[src/rtl/sck_pkg.sv]
// Shared definitions for the instruction issuer.
//   INSTR_W              : instruction width
//   REG0_*/REG1_*        : register field positions inside an instruction
//   state_e              : issuer FSM encoding (S_IDLE / S_ISSUE / S_GAP)
//   reg_conflict()       : true when a candidate's reg0 or reg1 equals the
//                          previous instruction's reg0
package sck_pkg;

    localparam int unsigned INSTR_W = 25;

    localparam int unsigned REG0_HI = 24;
    localparam int unsigned REG0_LO = 21;
    localparam int unsigned REG1_HI = 20;
    localparam int unsigned REG1_LO = 17;

    typedef enum logic [1:0] {
        S_IDLE  = 2'd0,
        S_ISSUE = 2'd1,
        S_GAP   = 2'd2
    } state_e;

    function automatic logic reg_conflict(input logic [INSTR_W-1:0] prev,
                                          input logic [INSTR_W-1:0] cand);
        return (cand[REG0_HI:REG0_LO] == prev[REG0_HI:REG0_LO]) ||
               (cand[REG1_HI:REG1_LO] == prev[REG0_HI:REG0_LO]);
    endfunction

endpackage

[src/rtl/instr_issuer_if.sv]
// Loader-side write port plus valid/ready instruction handshake of the issuer.
//   slave  : issuer side (takes writes and ready, drives status/valid/instr/count)
//   master : loader/FSM side (the opposite directions)
interface instr_issuer_if #(
    parameter int unsigned CNT_W = 8
);
    import sck_pkg::*;

    logic               i_wr_en;
    logic [INSTR_W-1:0] i_wr_instr;
    logic               o_full;
    logic               o_empty;
    logic               o_wr_drop;
    logic               o_valid1;
    logic [INSTR_W-1:0] o_instr;
    logic               i_ready1;
    logic [CNT_W-1:0]   o_issued_cnt;

    modport slave (
        input  i_wr_en, i_wr_instr, i_ready1,
        output o_full, o_empty, o_wr_drop, o_valid1, o_instr, o_issued_cnt
    );

    modport master (
        output i_wr_en, i_wr_instr, i_ready1,
        input  o_full, o_empty, o_wr_drop, o_valid1, o_instr, o_issued_cnt
    );

endinterface

[src/rtl/instr_fifo.sv]
// Synchronous instruction FIFO with registered count, full, empty and drop pulse.
//   clk_i, rst_ni     : clock, asynchronous active-low reset
//   wr_en_i/wr_data_i : push request; rejected (drop_o pulses) when full_o is set
//   pop_i             : pop the head; ignored when empty
//   head_o / next_o   : oldest entry and the entry behind it
//   count_o           : number of stored entries
//   full_o / empty_o  : registered from the count
//   drop_o            : one-cycle pulse after a rejected push
module instr_fifo #(
    parameter int unsigned INSTR_W = 25,
    parameter int unsigned DEPTH   = 4,
    localparam int unsigned AW     = $clog2(DEPTH),
    localparam int unsigned CW     = $clog2(DEPTH + 1)
) (
    input  logic               clk_i,
    input  logic               rst_ni,
    input  logic               wr_en_i,
    input  logic [INSTR_W-1:0] wr_data_i,
    input  logic               pop_i,
    output logic [INSTR_W-1:0] head_o,
    output logic [INSTR_W-1:0] next_o,
    output logic [CW-1:0]      count_o,
    output logic               full_o,
    output logic               empty_o,
    output logic               drop_o
);

    logic [INSTR_W-1:0] mem_q [DEPTH];
    logic [AW-1:0]      wr_ptr_q, rd_ptr_q;
    logic [CW-1:0]      count_q, count_d;
    logic               full_q, empty_q, drop_q;
    logic               push_ok, pop_ok;

    // Full is judged on the registered flag, so a same-edge pop never rescues a push.
    assign push_ok = wr_en_i & ~full_q;
    assign pop_ok  = pop_i & ~empty_q;

    always_comb begin
        count_d = count_q;
        unique case ({push_ok, pop_ok})
            2'b10:   count_d = count_q + CW'(1);
            2'b01:   count_d = count_q - CW'(1);
            default: count_d = count_q;
        endcase
    end

    always_ff @(posedge clk_i or negedge rst_ni) begin
        if (!rst_ni) begin
            wr_ptr_q <= '0;
            rd_ptr_q <= '0;
            count_q  <= '0;
            full_q   <= 1'b0;
            empty_q  <= 1'b1;
            drop_q   <= 1'b0;
        end else begin
            if (push_ok) wr_ptr_q <= wr_ptr_q + AW'(1);
            if (pop_ok)  rd_ptr_q <= rd_ptr_q + AW'(1);
            count_q <= count_d;
            full_q  <= (count_d == CW'(DEPTH));
            empty_q <= (count_d == '0);
            drop_q  <= wr_en_i & full_q;
        end
    end

    // Storage carries no reset; stale contents are never offered.
    always_ff @(posedge clk_i) begin
        if (push_ok) mem_q[wr_ptr_q] <= wr_data_i;
    end

    assign head_o  = mem_q[rd_ptr_q];
    assign next_o  = mem_q[rd_ptr_q + AW'(1)];
    assign count_o = count_q;
    assign full_o  = full_q;
    assign empty_o = empty_q;
    assign drop_o  = drop_q;

endmodule

[src/rtl/instr_issuer.sv]
// Producer side of the valid/ready instruction handshake into the control FSM.
// Buffers loader writes in instr_fifo, offers the head on o_valid1/o_instr and
// holds it until i_ready1, and counts completed transfers (wrapping).
//   i_clk, i_rst_n : clock, asynchronous active-low reset
//   bus (slave)    : write port, status flags, handshake, issued counter
// Optional build macro INSTR_ISSUER_HAZARD_STALL_EN: stall HAZARD_GAP cycles
// before offering a head whose reg0/reg1 equals reg0 of the last issued word.
module instr_issuer
    import sck_pkg::*;
#(
    parameter int unsigned DEPTH      = 4,
    parameter int unsigned CNT_W      = 8,
    parameter int unsigned HAZARD_GAP = 4
) (
    input  logic                  i_clk,
    input  logic                  i_rst_n,
    instr_issuer_if.slave         bus
);

    localparam int unsigned CW = $clog2(DEPTH + 1);

    state_e             state_q;
    logic [CNT_W-1:0]   cnt_q;
    logic [INSTR_W-1:0] fifo_head, fifo_next;
    logic [CW-1:0]      fifo_count;
    logic               fifo_full, fifo_empty, fifo_drop;
    logic               valid, xfer, more;
    logic               haz_head, haz_next;

    assign valid = (state_q == S_ISSUE);
    assign xfer  = valid & bus.i_ready1;
    // Another entry remains behind the head being transferred.
    assign more  = (fifo_count > CW'(1));

    instr_fifo #(
        .INSTR_W (INSTR_W),
        .DEPTH   (DEPTH)
    ) u_fifo (
        .clk_i     (i_clk),
        .rst_ni    (i_rst_n),
        .wr_en_i   (bus.i_wr_en),
        .wr_data_i (bus.i_wr_instr),
        .pop_i     (xfer),
        .head_o    (fifo_head),
        .next_o    (fifo_next),
        .count_o   (fifo_count),
        .full_o    (fifo_full),
        .empty_o   (fifo_empty),
        .drop_o    (fifo_drop)
    );

`ifdef INSTR_ISSUER_HAZARD_STALL_EN
    logic [INSTR_W-1:0] last_q;
    logic               last_vld_q;
    logic [3:0]         gap_q;

    assign haz_head = last_vld_q & reg_conflict(last_q, fifo_head);
    // On a transfer the current head becomes last-issued, so compare against it.
    assign haz_next = reg_conflict(fifo_head, fifo_next);
`else
    logic unused_hazard;

    assign haz_head      = 1'b0;
    assign haz_next      = 1'b0;
    assign unused_hazard = ^{fifo_next, 4'(HAZARD_GAP)};
`endif

    always_ff @(posedge i_clk or negedge i_rst_n) begin
        if (!i_rst_n) begin
            state_q    <= S_IDLE;
            cnt_q      <= '0;
`ifdef INSTR_ISSUER_HAZARD_STALL_EN
            last_q     <= '0;
            last_vld_q <= 1'b0;
            gap_q      <= '0;
`endif
        end else begin
            if (xfer) begin
                cnt_q <= cnt_q + CNT_W'(1);
`ifdef INSTR_ISSUER_HAZARD_STALL_EN
                last_q     <= fifo_head;
                last_vld_q <= 1'b1;
`endif
            end
            unique case (state_q)
                S_IDLE: begin
                    if (!fifo_empty) begin
                        state_q <= haz_head ? S_GAP : S_ISSUE;
`ifdef INSTR_ISSUER_HAZARD_STALL_EN
                        gap_q <= 4'(HAZARD_GAP - 1);
`endif
                    end
                end
                S_ISSUE: begin
                    if (bus.i_ready1) begin
                        if (more) begin
                            state_q <= haz_next ? S_GAP : S_ISSUE;
`ifdef INSTR_ISSUER_HAZARD_STALL_EN
                            gap_q <= 4'(HAZARD_GAP - 1);
`endif
                        end else begin
                            state_q <= S_IDLE;
                        end
                    end
                end
                S_GAP: begin
`ifdef INSTR_ISSUER_HAZARD_STALL_EN
                    if (gap_q == '0) state_q <= S_ISSUE;
                    else             gap_q   <= gap_q - 4'd1;
`else
                    state_q <= S_IDLE;
`endif
                end
                default: state_q <= S_IDLE;
            endcase
        end
    end

    // The head cannot move while offered: pops only happen on a transfer.
    assign bus.o_valid1     = valid;
    assign bus.o_instr      = valid ? fifo_head : '0;
    assign bus.o_full       = fifo_full;
    assign bus.o_empty      = fifo_empty;
    assign bus.o_wr_drop    = fifo_drop;
    assign bus.o_issued_cnt = cnt_q;

endmodule
[src/flat_wrapper.sv]
// flat-port wrapper written by rule: the top's interface ports become plain ports
module instr_issuer_flat import sck_pkg::*;
#(
    parameter int unsigned DEPTH      = 4,
    parameter int unsigned CNT_W      = 8,
    parameter int unsigned HAZARD_GAP = 4
)
  (i_clk, i_rst_n, bus_i_wr_en, bus_i_wr_instr, bus_i_ready1, bus_o_full, bus_o_empty, bus_o_wr_drop, bus_o_valid1, bus_o_instr, bus_o_issued_cnt);
  instr_issuer_if #(.CNT_W(CNT_W)) bus_i ();
  input  logic i_clk;
  input  logic i_rst_n;
  input wire logic [$bits(bus_i.i_wr_en)-1:0] bus_i_wr_en;
  input wire logic [$bits(bus_i.i_wr_instr)-1:0] bus_i_wr_instr;
  input wire logic [$bits(bus_i.i_ready1)-1:0] bus_i_ready1;
  output wire logic [$bits(bus_i.o_full)-1:0] bus_o_full;
  output wire logic [$bits(bus_i.o_empty)-1:0] bus_o_empty;
  output wire logic [$bits(bus_i.o_wr_drop)-1:0] bus_o_wr_drop;
  output wire logic [$bits(bus_i.o_valid1)-1:0] bus_o_valid1;
  output wire logic [$bits(bus_i.o_instr)-1:0] bus_o_instr;
  output wire logic [$bits(bus_i.o_issued_cnt)-1:0] bus_o_issued_cnt;
  assign bus_i.i_wr_en = bus_i_wr_en;
  assign bus_i.i_wr_instr = bus_i_wr_instr;
  assign bus_i.i_ready1 = bus_i_ready1;
  assign bus_o_full = bus_i.o_full;
  assign bus_o_empty = bus_i.o_empty;
  assign bus_o_wr_drop = bus_i.o_wr_drop;
  assign bus_o_valid1 = bus_i.o_valid1;
  assign bus_o_instr = bus_i.o_instr;
  assign bus_o_issued_cnt = bus_i.o_issued_cnt;
  instr_issuer #(.DEPTH(DEPTH), .CNT_W(CNT_W), .HAZARD_GAP(HAZARD_GAP)) u_core (.i_clk(i_clk), .i_rst_n(i_rst_n), .bus(bus_i));
endmodule
[config.mk]
export PLATFORM = sky130hd
export DESIGN_NAME = instr_issuer_flat
export DESIGN_NICKNAME = d
export VERILOG_FILES = /design/src/rtl/sck_pkg.sv /design/src/rtl/instr_issuer_if.sv /design/src/rtl/instr_fifo.sv /design/src/rtl/instr_issuer.sv /design/src/flat_wrapper.sv
export SDC_FILE = /design/constraint.sdc
export NUM_CORES = 1
export LEC_CHECK = 0
export ABC_AREA = 1
export CORE_ASPECT_RATIO = 0.9
export CORE_MARGIN = 2
export CORE_UTILIZATION = 25
export DETAILED_ROUTE_END_ITERATION = 10
export SKIP_LAST_GASP = 1
export SLEW_MARGIN = 20
export SYNTH_ARGS = -nofsm -noshare
export SYNTH_HDL_FRONTEND = slang
export SYNTH_HIERARCHICAL = 1
export SYNTH_SLANG_ARGS = --single-unit
[constraint.sdc]
create_clock -name i_clk -period 2.8 [get_ports i_clk]
set_input_delay 0.28 -clock i_clk [delete_from_list [all_inputs] [get_ports i_clk]]
set_output_delay 0.28 -clock i_clk [all_outputs]
set_load 0.02 [all_outputs]
==> impl_metrics.env, run 1 <==
export IMPL_antenna_found_initial=1
export IMPL_finalPower_uw=8210
export IMPL_grt_pass1_wl_um=17300
export IMPL_ant_nets=0
export IMPL_p_int_uw=5340
export IMPL_finClkSkew_ns=0.00979
export IMPL_cts_tree="done"
export IMPL_cellPowerDensity_nw_per_um2=1220
export IMPL_worstSetupStartpointType="flip-flop"
export IMPL_core_rowCount=49
export IMPL_power_switching_uw=2880
export IMPL_start_util=0.256
export IMPL_syn_nets=475
export IMPL_cp_required_ns=2.52
export IMPL_worstPathMaxFanout=45
export IMPL_ff2ff_setup_slack_ns=0.87
export IMPL_cts_sinks=119
export IMPL_cts_htree_levels=4
export IMPL_grt_usage=0.107
export IMPL_ios=66
export IMPL_p_seq_frac=0.312
export IMPL_yosys_warnings=6
export IMPL_dpl_cell_area_um2=6050
export IMPL_slew_headroom=0.377
export IMPL_cts_made_buffers=17
export IMPL_tightest_slew_ns=0.932
export IMPL_num_antenna_cells=0
export IMPL_cts_root_buf="clkbuf_16"
export IMPL_area_growth_synth_to_final_pct=31.5
export IMPL_max_freq_ghz=0.380
export IMPL_syn_area_um2=5110
export IMPL_syn_area_per_cell_um2=11.6
export IMPL_gr_total_overflow=0
export IMPL_nFillCells=1959
export IMPL_post_route_min_period_ns=2.63
export IMPL_worst_setup_path_type="flip-flop to primary output"
export IMPL_dp_hpwl_um=6820
export IMPL_drc=0
export IMPL_rsz0062_at_grt="false"
export IMPL_portBuffers=65
export IMPL_ir_worst_vdd_v=0.000613
export IMPL_dr_pass1_iters=4
export IMPL_place_congestion=0.669
export IMPL_fp_dieW_um=155
export IMPL_grt_pass1_vias=3341
export IMPL_first_iter_violations=134
export IMPL_setup_tns_ns=0
export IMPL_final_area_um2=6720
export IMPL_drive_above_1_share=0.140
export IMPL_critPathCaptureType="primary output"
export IMPL_post_cts_repair_setup_buffers=0
export IMPL_core_area_um2=20000
export IMPL_vias=3244
export IMPL_final_common_cell="edfxtp_1"
export IMPL_clkTransAtPathRegs_ns=0.06
export IMPL_slew_viol_final=0
export IMPL_grt_start_max_net_pins=46
export IMPL_dieArea_um2=21600
export IMPL_power_leakage_uw=0.00266
export IMPL_clkLatencyLatePin_ns=0.41
export IMPL_netlist_instances=439
export IMPL_die_h_um=140
export IMPL_layout_common_cells="100 x edfxtp_1, 74 x inv_1, 65 x clkdlybuf4s50_1"
export IMPL_cp_data_arrival_time_ns=2.35
export IMPL_max_cap_viol_count=0
export IMPL_status="finished clean"
export IMPL_clockBufferDepth=2
export IMPL_hp_class="input pin to asynchronous set/reset pin"
export IMPL_final_nets=544
export IMPL_period_share=0.941
export IMPL_avgRoutedWirePerCell_um=13.9
export IMPL_vias_per_cell=4.18
export IMPL_combPwrFrac=0.395
export IMPL_sw_frac_of_total=0.350
export IMPL_finalSetupViolCount=0
export IMPL_power_frac_clock=0.293
export IMPL_wirelength_um=10800
export IMPL_hold_violations=0
[critical path, stage by stage, from the launching register on]
cell and delay (ns):
dfrtp_1 0.40, inv_4 0.27, buf_12 0.26, o21ai_0 0.13
o21ai_2 0.13, nand2_1 0.08, inv_1 0.07, clkdlybuf4s50_1 0.60
[metrics by stage]
stage	hold WS [ns]	util	std cells	setup slack, ns
2_1_floorplan	-0.0156	-	439	0.625
3_3_place_gp	0.513	0.303	744	0.547
3_5_place_dp	0.512	0.303	744	0.402
4_1_cts	0.402	0.336	776	0.0734
5_1_grt	0.444	0.336	776	0.00343
6_report	0.395	0.336	776	0.165
[final cells by class]
class / count / area, um^2 / area share
clock buffer: 18 / 429 / 0.0639
tap: 255 / 319 / 0.0475
sequential: 119 / 3480 / 0.518
inverter: 79 / 303 / 0.0451
multi-input combinational: 216 / 1190 / 0.178
clock inverter: 14 / 230 / 0.0343
timing repair buffer: 75 / 763 / 0.114
[worst paths after layout]
kind,end,startpoint,cells after the start
worst max-delay path,bus_o_instr[16],u_core/u_fifo/rd_ptr_q[0]$_DFFE_PN0P_,7
worst min-delay path,u_core/u_fifo/full_o$_DFF_PN0_,i_rst_n,1
worst max register to register,u_core/u_fifo/full_o$_DFF_PN0_,u_core/state_q[0]$_DFFE_PN0P_,9
worst min register to register,u_core/u_fifo/drop_o$_DFF_PN0_,u_core/u_fifo/full_o$_DFF_PN0_,2
max in group asynchronous,u_core/u_fifo/rd_ptr_q[0]$_DFFE_PN0P_,i_rst_n,1
min in group i_clk,u_core/u_fifo/drop_o$_DFF_PN0_,bus_i_wr_en,3
[power groups by stage]
| stage | Clock, uW | Sequential [uW] | Combinational (uW) |
|---|---|---|---|
| floorplan | 0 | 2630 | 2040 |
| global placement | 0 | 2570 | 3240 |
| detailed placement | 0 | 2600 | 3310 |
| CTS | 2460 | 2570 | 3320 |
| global route | 2530 | 2610 | 3610 |
| finish | 2410 | 2560 | 3240 |
[state kept, by name, summed over array words and instances (netlist names)]
signal                   flops
u_core/u_fifo/mem_q        100
u_core/bus.o_issued_cnt      8
u_core/u_fifo/count_o        3
u_core/u_fifo/rd_ptr_q       2
u_core/u_fifo/wr_ptr_q       2
u_core/state_q               1
u_core/u_fifo/drop_o         1
u_core/u_fifo/empty_o        1
u_core/u_fifo/full_o         1
[layer usage]
| layer | routed length, um | part of all wire | vias up | global-route usage |
|---|---|---|---|---|
| met4 | 131 | 0.012 | 2 | 0.0409 |
| li1 | - | - | 1599 | - |
| met3 | 602 | 0.056 | 15 | 0.0355 |
| met5 | 13 | 0.0012 | - | 0 |
| met2 | 5370 | 0.50 | 75 | 0.182 |
| met1 | 4650 | 0.43 | 1553 | 0.125 |
[timing repair]
action	in CTS	in global routing
setup endpoints to repair	0	7
gates resized for setup	0	2
hold buffers	0	0
Note: power is estimated with default switching activity, not from simulation.
==> inputs of run 2 (changes only) <==
- CORE_ASPECT_RATIO: 0.9 -> 0.5
==> run 2 against run 1 <==
  * Clock power shrank 18%
  * Worst hold slack worse by 0.00053 ns
  * Routed wire length decreased by 10%
  * Final area is 1.9% lower
  * Die area increased by 0.32%
  * First-iteration DRC count up 53%
  * Largest power group unchanged
==> impl_metrics.env, run 2 (synthesized netlist as in run 1, its figures left out) <==
export IMPL_die_h_um=105
export IMPL_grt_start_max_net_pins=46
export IMPL_cp_data_arrival_time_ns=2.36
export IMPL_worstSetupStartpointType="flip-flop"
export IMPL_layout_common_cells="100 x edfxtp_1, 74 x inv_1, 65 x clkdlybuf4s50_1"
export IMPL_top_layer="met4"
export IMPL_placed_cells=755
export IMPL_gr_total_overflow=0
export IMPL_post_cts_repair_setup_buffers=0
export IMPL_max_cap_viol_count=0
export IMPL_largest_register_ffs=100
export IMPL_wl_met3_um=215
export IMPL_cp_required_ns=2.52
export IMPL_drt_met1_wl_um=4410
export IMPL_final_nets=544
export IMPL_status="finished clean"
export IMPL_dr_pass1_iters=4
export IMPL_ir_worst_vdd_v=0.000496
export IMPL_rsz0062_at_grt="false"
export IMPL_cts_sinks=119
export IMPL_place_congestion=0.718
export IMPL_finalSetupViolCount=0
export IMPL_holdBufCountCts=0
export IMPL_cts_htree_levels=4
export IMPL_dieArea_um2=21700
export IMPL_wl_met2_um=4850
export IMPL_clockBufferDepth=2
export IMPL_final_common_cell="edfxtp_1"
export IMPL_r2r_cells=7
export IMPL_slew_headroom=0.390
export IMPL_hold_violations=0
export IMPL_critPathCaptureType="primary output"
export IMPL_cts_made_buffers=17
export IMPL_setup_tns_ns=0
export IMPL_core_rowCount=36
export IMPL_worstPathMaxFanout=45
export IMPL_area_growth_synth_to_final_pct=29.1
export IMPL_place_ws_ns=0.397
export IMPL_avgRoutedWirePerCell_um=12.3
export IMPL_ff2ff_setup_slack_ns=0.78
export IMPL_rr_endpoint="u_core/u_fifo/full_o$_DFF_PN0_"
export IMPL_worst_setup_path_type="flip-flop to primary output"
export IMPL_cts_tree="done"
export IMPL_regMostFlops="u_core/u_fifo/mem_q"
export IMPL_vias_per_cell=3.96
export IMPL_cts_resized=0
export IMPL_dp_hpwl_um=5830
export IMPL_start_util=0.259
export IMPL_setup_slack_ns=0.157
export IMPL_hp_class="input pin to asynchronous set/reset pin"
export IMPL_r2r_start="u_core/u_fifo/full_o$_DFF_PN0_"
export IMPL_vias=3120
export IMPL_max_freq_ghz=0.378
export IMPL_ios=66
export IMPL_antenna_found_initial=0
export IMPL_fin_cells=787
export IMPL_timing_hold_ws_ns=0.394
export IMPL_clkTransAtPathRegs_ns=0.05
export IMPL_ant_nets=0
export IMPL_drive_above_1_share=0.142
export IMPL_period_share=0.944
export IMPL_power_leakage_uw=0.00261
export IMPL_wirelength_um=9650
export IMPL_drc=0
export IMPL_finClkSkew_ns=0.0106
export IMPL_slew_viol_final=0
export IMPL_num_antenna_cells=0
export IMPL_clkLatencyLatePin_ns=0.41
export IMPL_portBuffers=65
export IMPL_fp_dieW_um=206
export IMPL_cellPowerDensity_nw_per_um2=1170
export IMPL_grt_pass1_wl_um=15400
export IMPL_core_area_um2=19700
export IMPL_post_route_min_period_ns=2.64
export IMPL_grt_pass1_vias=3027
export IMPL_grt_usage=0.0957
export IMPL_tightest_slew_ns=0.912
export IMPL_cts_root_buf="clkbuf_16"
export IMPL_first_iter_violations=205
[run 2: cell types whose count changed in the layout (fill, tap and decap cells not counted), sizes merged]
| cell | before | now |
|---|---|---|
| bufinv | 6 | 1 |
| clkinv | 7 | 9 |
| clkbuf | 18 | 17 |
| clkinvlp | 2 | 3 |
| inv | 78 | 81 |
[run 2: cell type report]
class | instances | area (um^2)
repair buffers | 75 | 751
multi-input cells | 216 | 1170
flip-flops and latches | 119 | 3480
fillers | 1955 | 13100
well taps | 266 | 333
clock inverters | 15 | 128
clock buffers | 17 | 425
inverters | 79 | 303
[run 2: metal layers]
layer | track usage | vias up
met4 | 0.0474 | 0
met3 | 0.0250 | 16
met1 | 0.113 | 1471
met5 | 0 | -
li1 | - | 1596
met2 | 0.161 | 37
[run 2: power by group]
group          internal (uW)  leakage [uW]  total [uW]  switching, uW
combinational           1290       0.00121        3200           1910
sequential              2380       0.00113        2550            174
clock                   1220      0.000265        1980            761
total                   4880       0.00261        7730           2850
[run 2: worst max path at each step]
stage / slack (ns) / end / cells past startpoint / startpoint
floorplan: 0.62 / u_core/u_fifo/mem_q[0][0]$_DFFE_PP_ / 3 / u_core/u_fifo/full_o$_DFF_PN0_
global placement: 0.50 / u_core/u_fifo/full_o$_DFF_PN0_ / 7 / bus_i_wr_en
detailed placement: 0.40 / u_core/u_fifo/full_o$_DFF_PN0_ / 10 / bus_i_ready1
CTS: 0.08 / bus_o_instr[8] / 7 / u_core/u_fifo/rd_ptr_q[1]$_DFFE_PN0P_
global route: 0.01 / bus_o_instr[9] / 7 / u_core/u_fifo/rd_ptr_q[0]$_DFFE_PN0P_
finish: 0.16 / bus_o_instr[16] / 7 / u_core/u_fifo/rd_ptr_q[0]$_DFFE_PN0P_
[run 2: metrics by stage]
step / utilization / cell area [um^2] / total power [uW]
3_3_place_gp: 0.306 / 6040 / 5790
5_1_grt: 0.334 / 6590 / 8260
2_1_floorplan: - / 5110 / 4660
3_5_place_dp: 0.306 / 6040 / 5840
4_1_cts: 0.334 / 6590 / 7840
6_report: 0.334 / 6590 / 7730
[run 2: critical path, cell delays in order, from the launching register on]
cell             delay (ns)
dfrtp_1                0.40
inv_4                  0.26
buf_12                 0.27
o21ai_0                0.13
o21ai_2                0.12
nand2_1                0.07
inv_1                  0.08
clkdlybuf4s50_1        0.60
==> inputs of run 3 (changes only) <==
- CTS_BUF_LIST: unset -> sky130_fd_sc_hd__clkbuf_8
==> run 3 against run 2 <==
  * Sequential share of layout area rose by 1.6 points
  * Critical endpoint unchanged
  * Largest cell class unchanged
  * Cell count unchanged
  * Routed wire length grew 0.94%
  * Highest routed layer unchanged
  * Final area shrank 2.9%
  * Clock-buffer cell count stayed put
==> impl_metrics.env, run 3 (synthesized netlist as in run 1, its figures left out) <==
export IMPL_status="finished clean"
export IMPL_cts_tree="done"
export IMPL_post_route_min_period_ns=2.62
export IMPL_finClkSkew_ns=0.0129
export IMPL_top_usage_layer="met2"
export IMPL_r2r_start="u_core/u_fifo/full_o$_DFF_PN0_"
export IMPL_avgRoutedWirePerCell_um=12.4
export IMPL_core_area_um2=19700
export IMPL_place_congestion=0.718
export IMPL_cts_sinks=119
export IMPL_hold_violations=0
export IMPL_dp_hpwl_um=5830
export IMPL_largest_register_ffs=100
export IMPL_setup_tns_ns=0
export IMPL_setup_slack_ns=0.183
export IMPL_dr_pass1_iters=4
export IMPL_max_freq_ghz=0.382
export IMPL_grt_pass1_vias=3024
export IMPL_rsz0062_at_grt="false"
export IMPL_gr_total_overflow=0
export IMPL_portBuffers=65
export IMPL_layout_common_cells="100 x edfxtp_1, 74 x inv_1, 65 x clkdlybuf4s50_1"
export IMPL_hp_class="input pin to asynchronous set/reset pin"
export IMPL_grt_usage=0.0956
export IMPL_worst_setup_path_type="flip-flop to primary output"
export IMPL_ant_nets=0
export IMPL_max_cap_viol_count=0
export IMPL_cts_made_buffers=17
export IMPL_drive_above_1_share=0.142
export IMPL_antenna_found_initial=0
export IMPL_ios=66
export IMPL_use_met2=0.161
export IMPL_final_common_cell="edfxtp_1"
export IMPL_worstPathMaxFanout=45
export IMPL_clockBufferDepth=2
export IMPL_place_ws_ns=0.397
export IMPL_worstSetupStartpointType="flip-flop"
export IMPL_globalRouteMet1Util=0.112
export IMPL_ir_worst_vdd_v=0.000369
export IMPL_post_route_util=0.325
export IMPL_dieArea_um2=21700
export IMPL_wirelength_um=9740
export IMPL_slew_viol_final=0
export IMPL_cts_htree_levels=4
export IMPL_cp_data_arrival_time_ns=2.34
export IMPL_period_share=0.934
export IMPL_clkTransAtPathRegs_ns=0.07
export IMPL_first_iter_violations=240
export IMPL_post_cts_repair_setup_buffers=0
export IMPL_cellPowerDensity_nw_per_um2=1120
export IMPL_worstSetupStartpoint="u_core/u_fifo/rd_ptr_q[0]$_DFFE_PN0P_"
export IMPL_cp_required_ns=2.52
export IMPL_clkLatencyLatePin_ns=0.43
export IMPL_die_h_um=105
export IMPL_cts_root_buf="clkbuf_8"
export IMPL_drc=0
export IMPL_tightest_slew_ns=0.947
export IMPL_slew_headroom=0.367
export IMPL_final_nets=544
export IMPL_core_rowCount=36
export IMPL_grt_pass1_wl_um=15400
export IMPL_finalSetupViolCount=0
export IMPL_critPathCaptureType="primary output"
export IMPL_start_util=0.259
export IMPL_use_met3=0.0306
export IMPL_fp_dieW_um=206
export IMPL_vias_per_cell=4.01
export IMPL_power_leakage_uw=0.00252
export IMPL_grt_start_max_net_pins=46
export IMPL_cp_cell_sequence="inv_6 -> buf_12 -> o21ai_0 -> o21ai_2 -> nand2_1 -> inv_1 -> clkdlybuf4s50_1"
export IMPL_cpMaxStageDelayCell="clkdlybuf4s50_1"
export IMPL_num_antenna_cells=0
export IMPL_vias=3152
export IMPL_max_stage_delay_ns=0.60
export IMPL_area_growth_synth_to_final_pct=25.4
export IMPL_regMostFlops="u_core/u_fifo/mem_q"
==> run 3: final timing paths <==
| kind | to | slack (ns) | depth (start not counted) |
|---|---|---|---|
| max | bus_o_instr[16] | 0.18 | 7 |
| min reg2reg | u_core/bus.o_issued_cnt[2]$_DFFE_PN0P_ | 0.52 | 1 |
| min | u_core/bus.o_issued_cnt[3]$_DFFE_PN0P_ | 0.38 | 1 |
| max reg2reg | u_core/u_fifo/full_o$_DFF_PN0_ | 0.78 | 7 |
| max in group asynchronous | u_core/u_fifo/wr_ptr_q[0]$_DFFE_PN0P_ | 1.83 | 1 |
| min in group i_clk | u_core/u_fifo/drop_o$_DFF_PN0_ | 0.45 | 3 |
==> run 3: metal layers <==
metal | part of all wire | routed length (um)
met5 | 0 | 0
met4 | 0.015 | 148
met3 | 0.027 | 261
met2 | 0.51 | 4920
met1 | 0.45 | 4410
==> run 3: where the power goes <==
part	internal (uW)	switching (uW)
Combinational	1290	1910
Clock	699	697
Sequential	2370	178
Total	4360	2790
==> run 3: through the flow <==
step | total power [uW] | cell area [um^2] | hold slack, ns | instances
after floorplan | 4660 | 5110 | -0.0156 | 439
after global placement | 5790 | 6040 | 0.512 | 755
after detailed placement | 5840 | 6040 | 0.509 | 755
after CTS | 7250 | 6400 | 0.383 | 787
after global routing | 7660 | 6400 | 0.419 | 787
final | 7150 | 6400 | 0.382 | 787
==> run 3: layout make-up <==
cell class / count / area [um^2]
clock buffer: 17 / 234
clock inverter: 15 / 128
fill: 1970 / 13300
inverter: 79 / 305
multi-input combinational: 216 / 1170
sequential: 119 / 3480
tap: 266 / 333
timing repair buffer: 75 / 751
==> run 3: what timing repair did <==
action                     CTS  global route
gates resized for setup      0             3
hold buffers                 0             0
setup endpoints to repair    0            11
==> run 3: worst max-delay path, delay by kind of cell (launching register included) <==
| family | cells | cell delay (ns) |
|---|---|---|
| and+or+nand+nor | 1 | 0.07 |
| AOI/OAI and AO/OA | 2 | 0.26 |
| buffers and inverters | 4 | 1.13 |
| DFF | 1 | 0.42 |
